<file path="src/rtl/period_meter.sv">
// Period and high-time meter: times a slow, asynchronous input against C_50Mhz
// and reports both intervals in system-clock cycles after every rising edge.
module period_meter #(
  parameter int CNT_W       = 25,
  parameter int TIMEOUT     = 25000000,
  parameter int SYNC_STAGES = 2
) (
  input  logic             C_50Mhz,
  input  logic             reset,
  input  logic             sig_in,
  input  logic             start,
  input  logic             continuous,
  output logic [CNT_W-1:0] period,
  output logic [CNT_W-1:0] high_time,
  output logic             valid,
  output logic             busy,
  output logic             timeout_err
);

  localparam logic [CNT_W-1:0] TIMEOUT_CNT = CNT_W'(TIMEOUT);
  localparam logic [CNT_W-1:0] ONE_CNT     = CNT_W'(1);

  typedef enum logic [1:0] {IDLE, ARM, MEASURE} state_t;

  state_t                 state;
  logic [SYNC_STAGES-1:0] sync_q;
  logic                   sig_d;
  logic                   sig_s;
  logic                   rise;
  logic                   fall;
  logic [CNT_W-1:0]       cnt;
  logic [CNT_W-1:0]       high_cap;

  // Both edges see the same synchronizer latency, so intervals stay exact.
  always_ff @(posedge C_50Mhz) begin
    if (reset) begin
      sync_q <= '0;
      sig_d  <= 1'b0;
    end else begin
      sync_q <= {sync_q[SYNC_STAGES-2:0], sig_in};
      sig_d  <= sync_q[SYNC_STAGES-1];
    end
  end

  assign sig_s = sync_q[SYNC_STAGES-1];
  assign rise  = sig_s & ~sig_d;
  assign fall  = ~sig_s & sig_d;

  always_ff @(posedge C_50Mhz) begin
    if (reset) begin
      state       <= IDLE;
      cnt         <= '0;
      high_cap    <= '0;
      period      <= '0;
      high_time   <= '0;
      valid       <= 1'b0;
      busy        <= 1'b0;
      timeout_err <= 1'b0;
    end else begin
      valid       <= 1'b0;
      timeout_err <= 1'b0;
      case (state)
        IDLE: begin
          if (start) begin
            state <= ARM;
            cnt   <= '0;
            busy  <= 1'b1;
          end
        end
        ARM: begin
          if (rise) begin
            state <= MEASURE;
            cnt   <= ONE_CNT;
          end else if (cnt == TIMEOUT_CNT) begin
            state       <= IDLE;
            busy        <= 1'b0;
            timeout_err <= 1'b1;
          end else begin
            cnt <= cnt + ONE_CNT;
          end
        end
        MEASURE: begin
          // A rise on the timeout cycle still completes a valid measurement.
          if (rise) begin
            period    <= cnt;
            high_time <= high_cap;
            valid     <= 1'b1;
            cnt       <= ONE_CNT;
            if (!continuous) begin
              state <= IDLE;
              busy  <= 1'b0;
            end
          end else if (cnt == TIMEOUT_CNT) begin
            state       <= IDLE;
            busy        <= 1'b0;
            timeout_err <= 1'b1;
          end else begin
            cnt <= cnt + ONE_CNT;
            if (fall) begin
              high_cap <= cnt;
            end
          end
        end
        default: begin
          state <= IDLE;
          busy  <= 1'b0;
        end
      endcase
    end
  end

endmodule
</file>
<file path="config.mk">
export PLATFORM = sky130hd
export DESIGN_NAME = period_meter
export DESIGN_NICKNAME = d
export VERILOG_FILES = /design/src/rtl/period_meter.sv
export SDC_FILE = /design/constraint.sdc
export NUM_CORES = 1
export LEC_CHECK = 0
export ABC_AREA = 0
export CORE_MARGIN = 3
export CORE_UTILIZATION = 45
export CTS_BUF_LIST = sky130_fd_sc_hd__clkbuf_8
export DETAILED_ROUTE_END_ITERATION = 10
export PLACE_DENSITY = 0.67
export SLEW_MARGIN = 0
export SYNTH_ARGS = -nofsm -noshare
export SYNTH_HDL_FRONTEND = slang
export SYNTH_SLANG_ARGS = --single-unit
</file>
<file path="constraint.sdc">
create_clock -name C_50Mhz -period 3.65 [get_ports C_50Mhz]
set_clock_uncertainty 0.1 [all_clocks]
set_input_delay 1.095 -clock C_50Mhz [delete_from_list [all_inputs] [get_ports C_50Mhz]]
set_output_delay 1.095 -clock C_50Mhz [all_outputs]
set_load 0.01 [all_outputs]
</file>
# Word level (Yosys, flattened, before mapping)
# Index checks and enable logic that the tools add are counted.
# W data, S select, Z words.
[totals]
ff_bits = 108
inputBits = 5
out_inout_bits = 53
wordCells = 54
[classes]
addsub = 1
n_eq_ne = 7
n_mux = 18
n_bitwise = 8
reduce_logical = 10
[op_table]
columns = ["cell", "n"]
rows = [
  ["$mux W25", 3],
  ["$pmux W25 S2", 1],
  ["$add A25 B1 Y25 const B", 1],
  ["$eq A25 B25 Y1 const B", 1],
  ["$mux W2", 5],
  ["$mux W1", 7],
  ["$ne A3 B3 Y1 const B", 2],
  ["$not A1 Y1", 6],
  ["$pmux W2 S3", 1],
  ["$reduce_and A3 Y1", 2],
  ["$ne A2 B2 Y1 const B", 2],
  ["$reduce_and A2 Y1", 2],
  ["$reduce_and A4 Y1", 1],
  ["$reduce_or A2 Y1", 2],
  ["$pmux W1 S3", 1],
  ["$reduce_or A3 Y1", 1],
  ["$and A1 B1 Y1", 2],
  ["$eq A2 B1 Y1 const B", 1],
  ["$eq A2 B2 Y1 const B", 1],
  ["$logic_not A2 Y1", 1],
  ["$reduce_bool A2 Y1", 1],
]

# Depth between registers and ports, before layout
# Gate-level depths: netlist of run 1.
[depth]
ltp_word = 4
mapped_depth = 10
depth_no_buf = 8

# Worst setup path after synthesis of run 1
# Ideal clock, no wire load.
[synth_path]
path_kind = "input to register"
from = "input port start"
to = "register cnt[21]"
setup_ns = 0.123
t_arrival_ns = 2.342
t_required_ns = 3.427
path_slack_ns = 1.084
cell_stages = 6
n_path_buf = 1
path_cell_list = "nor2b_1 > or2_2 > buf_2 > o21ai_1 > nor2_1 > mux2_1"
[synth_between]
elab_chain_cells = 2
[synth_rtl]
columns = ["element", "line", "source"]
rows = [
  ["from (decl)", "11", "input logic start,"],
  ["$ne A2 B2 Y1 (no source line)", "--", ""],
  ["$reduce_and A3 Y1 (no source line)", "--", ""],
  ["to (signal assigned)", "79", "cnt <= cnt + ONE_CNT;"],
  ["to (signal assigned)", "98", "cnt <= cnt + ONE_CNT;"],
  ["to (decl)", "31", "logic [CNT_W-1:0] cnt;"],
]
# No other way between the ends.
# A chain may end at the register's enable or synchronous reset.

# Final worst setup path of run 1
[layout_path]
from = "input port start"
to = "register cnt[16]"
# The elaborated chain is that of the path after synthesis.

==> results.toml, run 1 <==
[synth]
synth_fp_nets = 531
synth_commonest_cells = "nand2_1 (121), dfxtp_1 (108), a21oi_1 (59)"
yosysWarnings = 0
syn_inst = 520
synth-edff-count = 0
synth_top_area_share_pct = 49.0
synth_area_leader_cell = "dfxtp_1"
synth_cell_types = 43
synthMostInstantiatedCell = "nand2_1"
synth-async-reset-ratio_pct = 0
ys_ff_latch = 108
synth_area_leaders = "dfxtp_1 (49%), nand2_1 (10%), a21oi_1 (6.7%)"
avgSynthCellArea_um2 = 8.48
synthesis.area_um2 = 4410
ys_seq_area_share_pct = 49.0
ys.flop_type = "dfxtp_1"

[cells_and_area]
drive_above_1_share_pct = 4.99
seqCellArea_um2 = 2160
syn2layout_area_growth_pct = 16.6
multi_input_area_um2 = 2000
n_antenna_cell = 0
nNetsFinal = 567
fill_cells = 939

[timing]
fmax_mhz = 369
tightest_slew_ns = 0.908
maxSlewViolCount = 0
timing_hold_violations_final = 0
fin_crit_ns = 2.71
relSlewSlack_pct = 39.4
finalWorstSetupSlack_ns = 0.943
rsz0062_at_grt = "false"
setup_violations = 0
period_share_pct = 74.2
fin_tns_setup_ns = 0

[grt]
grt_usage_pct = 18.0
grt_pass1_vias = 3371
overflow = 0
grt_max_degree = 92
antenna_found_initial = 0
grt_pass1_wl_um = 16500

[clock_tree]
clkSinkCount = 108
clock_latency_ns = 0.36
cts_root_buf = "clkbuf_8"
cts.repair.resized = 0
clock_path_buffers = 2
post_cts_buffers = 0
postCtsHoldBufs = 0
numCtsBuffers = 9
cts_tree = "done"
h-tree-depth = 3
clk_pin_slew_ns = 0.10

[placed_design]
numPortBuffers = 57
place.gp.congestion = 0.871
dp_hpwl_um = 6640
place_ws_ns = 0.579

[floorplan]
die_x_um = 105
die_area_um2 = 11000
initial_utilization_pct = 47.0
die_height_um = 105
core_area_um2 = 9370
ios = 58
num_rows = 35

[worst_setup_path]
startpoint_type = "input pin"
path_class = "input pin to register"
critical_path_arrival_ns = 2.87
cp-end-kind = "register"
crit_required_ns = 3.81
cp_max_fo = 20

[min_path]
hp-class = "register to register"

[detailed_routing]
final_antenna_net_count = 0
first_pass_iters = 4
routed_wl_um = 9660
drt-initial-drc-count = 294
via_count = 3547
avgRoutedWirePerCell_um = 14.0
via_per_inst = 5.14
drc = 0

[flow_run]
max_cap_viol_count = 0

[power]
swShare_pct = 24.3
p_int_mw = 1.46
seqPwrFrac_pct = 61.7
power_density_nw_per_um2 = 375
switchingPower_uw = 468
peakVddDrop_mv = 0.216
pwr-share-comb_pct = 5.1
leakage_nw = 1.83
p_clk_share_pct = 33.2

[outcome]
status = "finished clean"
==> power groups by stage <==
stage	Clock, mW	Combinational, mW	Sequential (mW)
finish	0.640	0.0981	1.19
global route	0.709	0.109	1.19
CTS	0.662	0.0976	1.19
detailed placement	0	0.0972	1.22
global placement	0	0.0955	1.22
floorplan	0	0.0707	1.22
==> layout by cell type, fill, tap and decap left out, types with 4 or more instances in the layout <==
master	n
nor4_1	10
nand4_1	9
xnor2_1	16
ha_1	6
nand2_1	121
mux2i_1	25
clkdlybuf4s50_1	56
nor2_1	52
a21oi_1	59
buf_4	4
nand3_1	11
nor2b_1	5
dfxtp_1	108
and3_1	4
nor3_1	13
inv_1	10
clkbuf_8	9
o21ai_0	4
==> final timing paths <==
path         slack [ns]  cells past startpoint                   endpoint                  from
max                0.94                      6       cnt[16]$_SDFFE_PP0P_                 start
min                0.35                      1       sync_q[1]$_SDFF_PP0_  sync_q[0]$_SDFF_PP0_
max reg2reg        1.18                      8  high_cap[13]$_SDFFE_PP0P_   cnt[0]$_SDFFE_PP0P_
min reg2reg        0.35                      1       sync_q[1]$_SDFF_PP0_  sync_q[0]$_SDFF_PP0_
==> flip-flops by register name, indices dropped and copies added (netlist names) <==
signal / cells
busy: 1
cnt: 25
high_cap: 25
high_time: 25
period: 25
sig_d: 1
state: 2
sync_q: 2
timeout_err: 1
valid: 1
==> final cells by class <==
cell class,instances,share of cell area (%)
Clock buffer,9,2.41
Clock inverter,7,0.876
Inverter,8,0.584
Multi-Input combinational cell,367,38.9
Sequential cell,108,42.1
Tap cell,129,3.14
Timing Repair Buffer,62,12.0
==> worst max-delay path: stages <==
cell and delay [ns]:
clkdlybuf4s50_1 0.45, nor2b_1 0.06, or2_2 0.46, nor2_1 0.36, o21ai_0 0.16, a32o_1 0.28
==> routing by layer <==
metal | wire, um | share of wire [%] | GRT usage [%]
met1 | 4850 | 50 | 25.4
met2 | 4210 | 44 | 28.2
met3 | 474 | 4.9 | 3.15
met4 | 121 | 1.3 | 5.25
met5 | 0 | 0 | 0
==> per-stage QoR <==
step / hold WS, ns / total power [mW] / area (um2) / cells / util [%]
5_1_grt: 0.366 / 2.01 / 5140 / 690 / 54.8
3_5_place_dp: 0.331 / 1.31 / 4970 / 674 / 53.0
4_1_cts: 0.353 / 1.95 / 5140 / 690 / 54.8
6_report: 0.348 / 1.93 / 5140 / 690 / 54.8
3_3_place_gp: 0.317 / 1.31 / 4970 / 674 / 53.0
2_1_floorplan: 0.314 / 1.29 / 4410 / 520 / -
==> logic make-up (layout without fill, tap and decap cells) <==
kind of cell / count (synthesis) / count (layout) / synth area share (%)
buf+inv: 45 / 86 / 5.56
xor+xnor: 16 / 16 / 3.18
mux: 26 / 26 / 5.93
compound gates: 77 / 77 / 9.73
flops: 108 / 108 / 49.0
fa+ha+maj: 6 / 6 / 1.70
simple gates: 242 / 242 / 24.9
Power figures use the tool's default switching activity.
==> run 2, diff against run 1 <==
Clock period 3.65 ns to 2.8 ns, I/O delays scaled along.
==> results.toml, run 2 (synthesis results as in run 1) <==
[cells_and_area]
final_common_cell = "nand2_1"
fill_cells = 899
seqCellArea_um2 = 2160
final_cell_mix = "nand2_1 (121), dfxtp_1 (108), a21oi_1 (59), clkdlybuf4s50_1 (56), nor2_1 (52)"
multi_input_area_um2 = 2000
finalInstanceArea_um2 = 5260
final-instance-count-excl-fill = 703
n_antenna_cell = 0
syn2layout_area_growth_pct = 19.2
drive_above_1_share_pct = 7.32
final_util_pct = 56.1
nNetsFinal = 580

[power]
power_mw = 2.58
pwr-share-comb_pct = 5.6
switchingPower_uw = 635
p_int_mw = 1.95
power_density_nw_per_um2 = 491
p_clk_share_pct = 34.5
swShare_pct = 24.6
seqPwrFrac_pct = 60.0
peakVddDrop_mv = 0.225
leakage_nw = 1.91

[min_path]
hold_depth = 1
hold_start = "sync_q[0]$_SDFF_PP0_"
worstHoldEndpoint = "sync_q[1]$_SDFF_PP0_"
hp-class = "register to register"

[placed_design]
dp.cells = 687
place_ws_ns = 0.0459
dp_hpwl_um = 6840
place.gp.congestion = 0.901
dpl_cell_area_um2 = 5070
numPortBuffers = 57

[floorplan]
die_area_um2 = 11000
initial_utilization_pct = 47.0
core_area_um2 = 9370
die_x_um = 105
num_rows = 35
die_height_um = 105
ios = 58

[clock_tree]
clock_latency_ns = 0.37
postCtsHoldBufs = 0
clkSinkCount = 108
cts.repair.resized = 0
cts_root_buf = "clkbuf_8"
cts_tree = "done"
numCtsBuffers = 9
clk_pin_slew_ns = 0.10
clock_path_buffers = 2
h-tree-depth = 3
post_cts_buffers = 0

[timing]
fmax_mhz = 422
fin_crit_ns = 2.37
tightest_slew_ns = 0.598
fin_tns_setup_ns = 0
relSlewSlack_pct = 60.1
setup_violations = 0
rsz0062_at_grt = "false"
whs_ns = 0.349
maxSlewViolCount = 0
finalWorstSetupSlack_ns = 0.429
timing_hold_violations_final = 0
period_share_pct = 84.7

[grt]
grt_max_degree = 91
grt_pass1_vias = 3468
antenna_found_initial = 0
overflow = 0
grt_usage_pct = 18.2
grt_pass1_wl_um = 16700

[detailed_routing]
drc = 0
via_per_inst = 5.19
routed_wl_um = 9800
first_pass_iters = 4
via_count = 3650
avgRoutedWirePerCell_um = 13.9
final_antenna_net_count = 0
drt-initial-drc-count = 200

[worst_setup_path]
startpoint_type = "input pin"
crit_required_ns = 2.96
ff2ff_setup_slack_ns = 0.47
r2r_start = "cnt[0]$_SDFFE_PP0P_"
startpoint = "start"
path_class = "input pin to register"
reg2reg_depth = 8
critical_path_arrival_ns = 2.53
cp_max_fo = 18
cp-end-kind = "register"
r2r_end = "high_cap[13]$_SDFFE_PP0P_"

[outcome]
status = "finished clean"

[flow_run]
max_cap_viol_count = 0
==> run 2: changes by cell type in the layout (fill, tap and decap cells not counted), sizes merged <==
cell      change
clkinv        +1
inv           -1
clkbuf        +1
clkinvlp      -1
buf          +13
==> run 2: critical path, stage by stage <==
cell and delay, ns:
clkdlybuf4s50_1 0.45, nor2b_1 0.07, or2_2 0.44, nor2_1 0.32
nand2_1 0.09, o41ai_1 0.32
==> run 2: worst max-delay path by stage <==
stage | to | slack (ns) | cells after the start
final | cnt[13]$_SDFFE_PP0P_ | 0.43 | 6
after global routing | cnt[13]$_SDFFE_PP0P_ | 0.27 | 6
after CTS | high_cap[5]$_SDFFE_PP0P_ | 0.43 | 8
after detailed placement | cnt[21]$_SDFFE_PP0P_ | 0.05 | 6
after global placement | cnt[21]$_SDFFE_PP0P_ | 0.1 | 6
after floorplan | cnt[21]$_SDFFE_PP0P_ | 0.49 | 6
==> run 2: area by class of cell <==
cell class	count	share of cell area (%)
Clock inverter	6	0.929
Clock buffer	10	2.62
Timing Repair Buffer	75	13.6
Inverter	8	0.571
Sequential cell	108	41.1
Tap cell	129	3.07
Multi-Input combinational cell	367	38.1
==> run 2: power by group through the flow <==
stage	Clock, mW	Combinational, mW	Sequential [mW]
global placement	0	0.139	1.58
global route	0.977	0.159	1.55
finish	0.890	0.144	1.55
CTS	0.921	0.143	1.55
floorplan	0	0.0921	1.59
detailed placement	0	0.142	1.58
==> run 2: per-layer routing <==
metal / vias up / GRT usage, % / wire (um)
li1: 1840 / - / -
met1: 1709 / 25.5 / 4770
met2: 91 / 29.0 / 4380
met3: 10 / 2.35 / 507
met4: 0 / 6.00 / 134
met5: - / 0 / 0
==> run 3, diff against run 2 <==
Clock period 2.8 ns to 2.5 ns, I/O delays scaled along.
==> results.toml, run 3 (synthesis results as in run 1) <==
[grt]
grt_pass1_vias = 3384
grt_usage_pct = 18.5
overflow = 0
grt_max_degree = 91
antenna_found_initial = 0
grt_pass1_wl_um = 16600

[clock_tree]
clock_path_buffers = 2
clk_pin_slew_ns = 0.11
post_cts_buffers = 0
cts_root_buf = "clkbuf_8"
cts.repair.resized = 0
postCtsHoldBufs = 0
h-tree-depth = 3
numCtsBuffers = 9
clock_latency_ns = 0.37
clkSinkCount = 108
cts_tree = "done"

[timing]
fmax_mhz = 424
whs_ns = 0.357
maxSlewViolCount = 0
tightest_slew_ns = 0.469
period_share_pct = 94.3
rsz0062_at_grt = "false"
fin_crit_ns = 2.36
timing_hold_violations_final = 0
relSlewSlack_pct = 68.4
setup_violations = 0
fin_tns_setup_ns = 0
finalWorstSetupSlack_ns = 0.142

[placed_design]
place.gp.congestion = 0.874
dp.cells = 699
place_ws_ns = -0.135
numPortBuffers = 57
dp_hpwl_um = 7220
dpl_cell_area_um2 = 5170

[detailed_routing]
drc = 0
via_count = 3641
avgRoutedWirePerCell_um = 14.0
final_antenna_net_count = 0
via_per_inst = 5.09
first_pass_iters = 5
drt-initial-drc-count = 158
routed_wl_um = 10000

[floorplan]
ios = 58
die_area_um2 = 11000
num_rows = 35
die_x_um = 105
core_area_um2 = 9370
die_height_um = 105
initial_utilization_pct = 47.0

[cells_and_area]
final_common_cell = "nand2_1"
syn2layout_area_growth_pct = 21.7
final_cell_mix = "nand2_1 (121), dfxtp_1 (108), a21oi_1 (59), clkdlybuf4s50_1 (56), nor2_1 (52)"
drive_above_1_share_pct = 9.39
finalInstanceArea_um2 = 5370
nNetsFinal = 592
final_util_pct = 57.2
n_antenna_cell = 0
final-instance-count-excl-fill = 715

[worst_setup_path]
cp_max_fo = 18
cp-end-kind = "register"
r2r_start = "cnt[0]$_SDFFE_PP0P_"
critical_path_arrival_ns = 2.51
startpoint = "cnt[0]$_SDFFE_PP0P_"
startpoint_type = "register"
path_class = "register to register"
crit_required_ns = 2.65

[power]
leakage_nw = 1.97
power_mw = 2.92
peakVddDrop_mv = 0.260
power_density_nw_per_um2 = 545

[flow_run]
max_cap_viol_count = 0

[min_path]
hp-class = "register to register"
hold_start = "sync_q[0]$_SDFF_PP0_"

[outcome]
status = "finished clean"
run 3: changes by cell type in the layout (fill, tap and decap cells not counted):
cell,previous run,this run
buf_4,17,28
buf_12,1,2
clkbuf_8,10,9
clkinv_8,0,1
inv_1,9,8
inv_6,0,1
run 3: area by class of cell:
cell class	count	area (um2)
Sequential cell	108	2160
Clock inverter	7	70.1
Fill cell	918	4010
Timing Repair Buffer	87	816
Multi-Input combinational cell	367	2000
Clock buffer	9	124
Tap cell	129	161
Inverter	8	30.0
run 3: worst paths after layout:
check	endpoint	slack, ns	depth (start not counted)
max	high_cap[12]$_SDFFE_PP0P_	0.14	9
min	sync_q[1]$_SDFF_PP0_	0.36	1
max reg2reg	high_cap[12]$_SDFFE_PP0P_	0.14	9
min reg2reg	sync_q[1]$_SDFF_PP0_	0.36	1
run 3: per-layer routing:
| metal | wire [um] | up-vias | global-route usage [%] |
|---|---|---|---|
| met1 | 4990 | 1695 | 26.3 |
| met4 | 43 | 0 | 5.06 |
| met3 | 431 | 4 | 3.46 |
| met2 | 4570 | 77 | 28.6 |
| li1 | - | 1865 | - |
| met5 | 0 | - | 0 |
run 3: power by group:
group          internal [mW]  switching (mW)  leakage [nW]  total (mW)
sequential              1.73         0.00760         0.871        1.74
combinational         0.0610           0.106          1.01       0.167
clock                  0.387           0.635        0.0947        1.02
run 3: worst max-delay path: stages, from the launching register on:
cell,delay [ns]
dfxtp_1,0.34
inv_1,0.08
ha_1,0.18
nor4bb_1,0.33
nand4_1,0.24
or2_4,0.35
nand4b_4,0.15
buf_12,0.19
mux2i_1,0.21
nor2_1,0.05
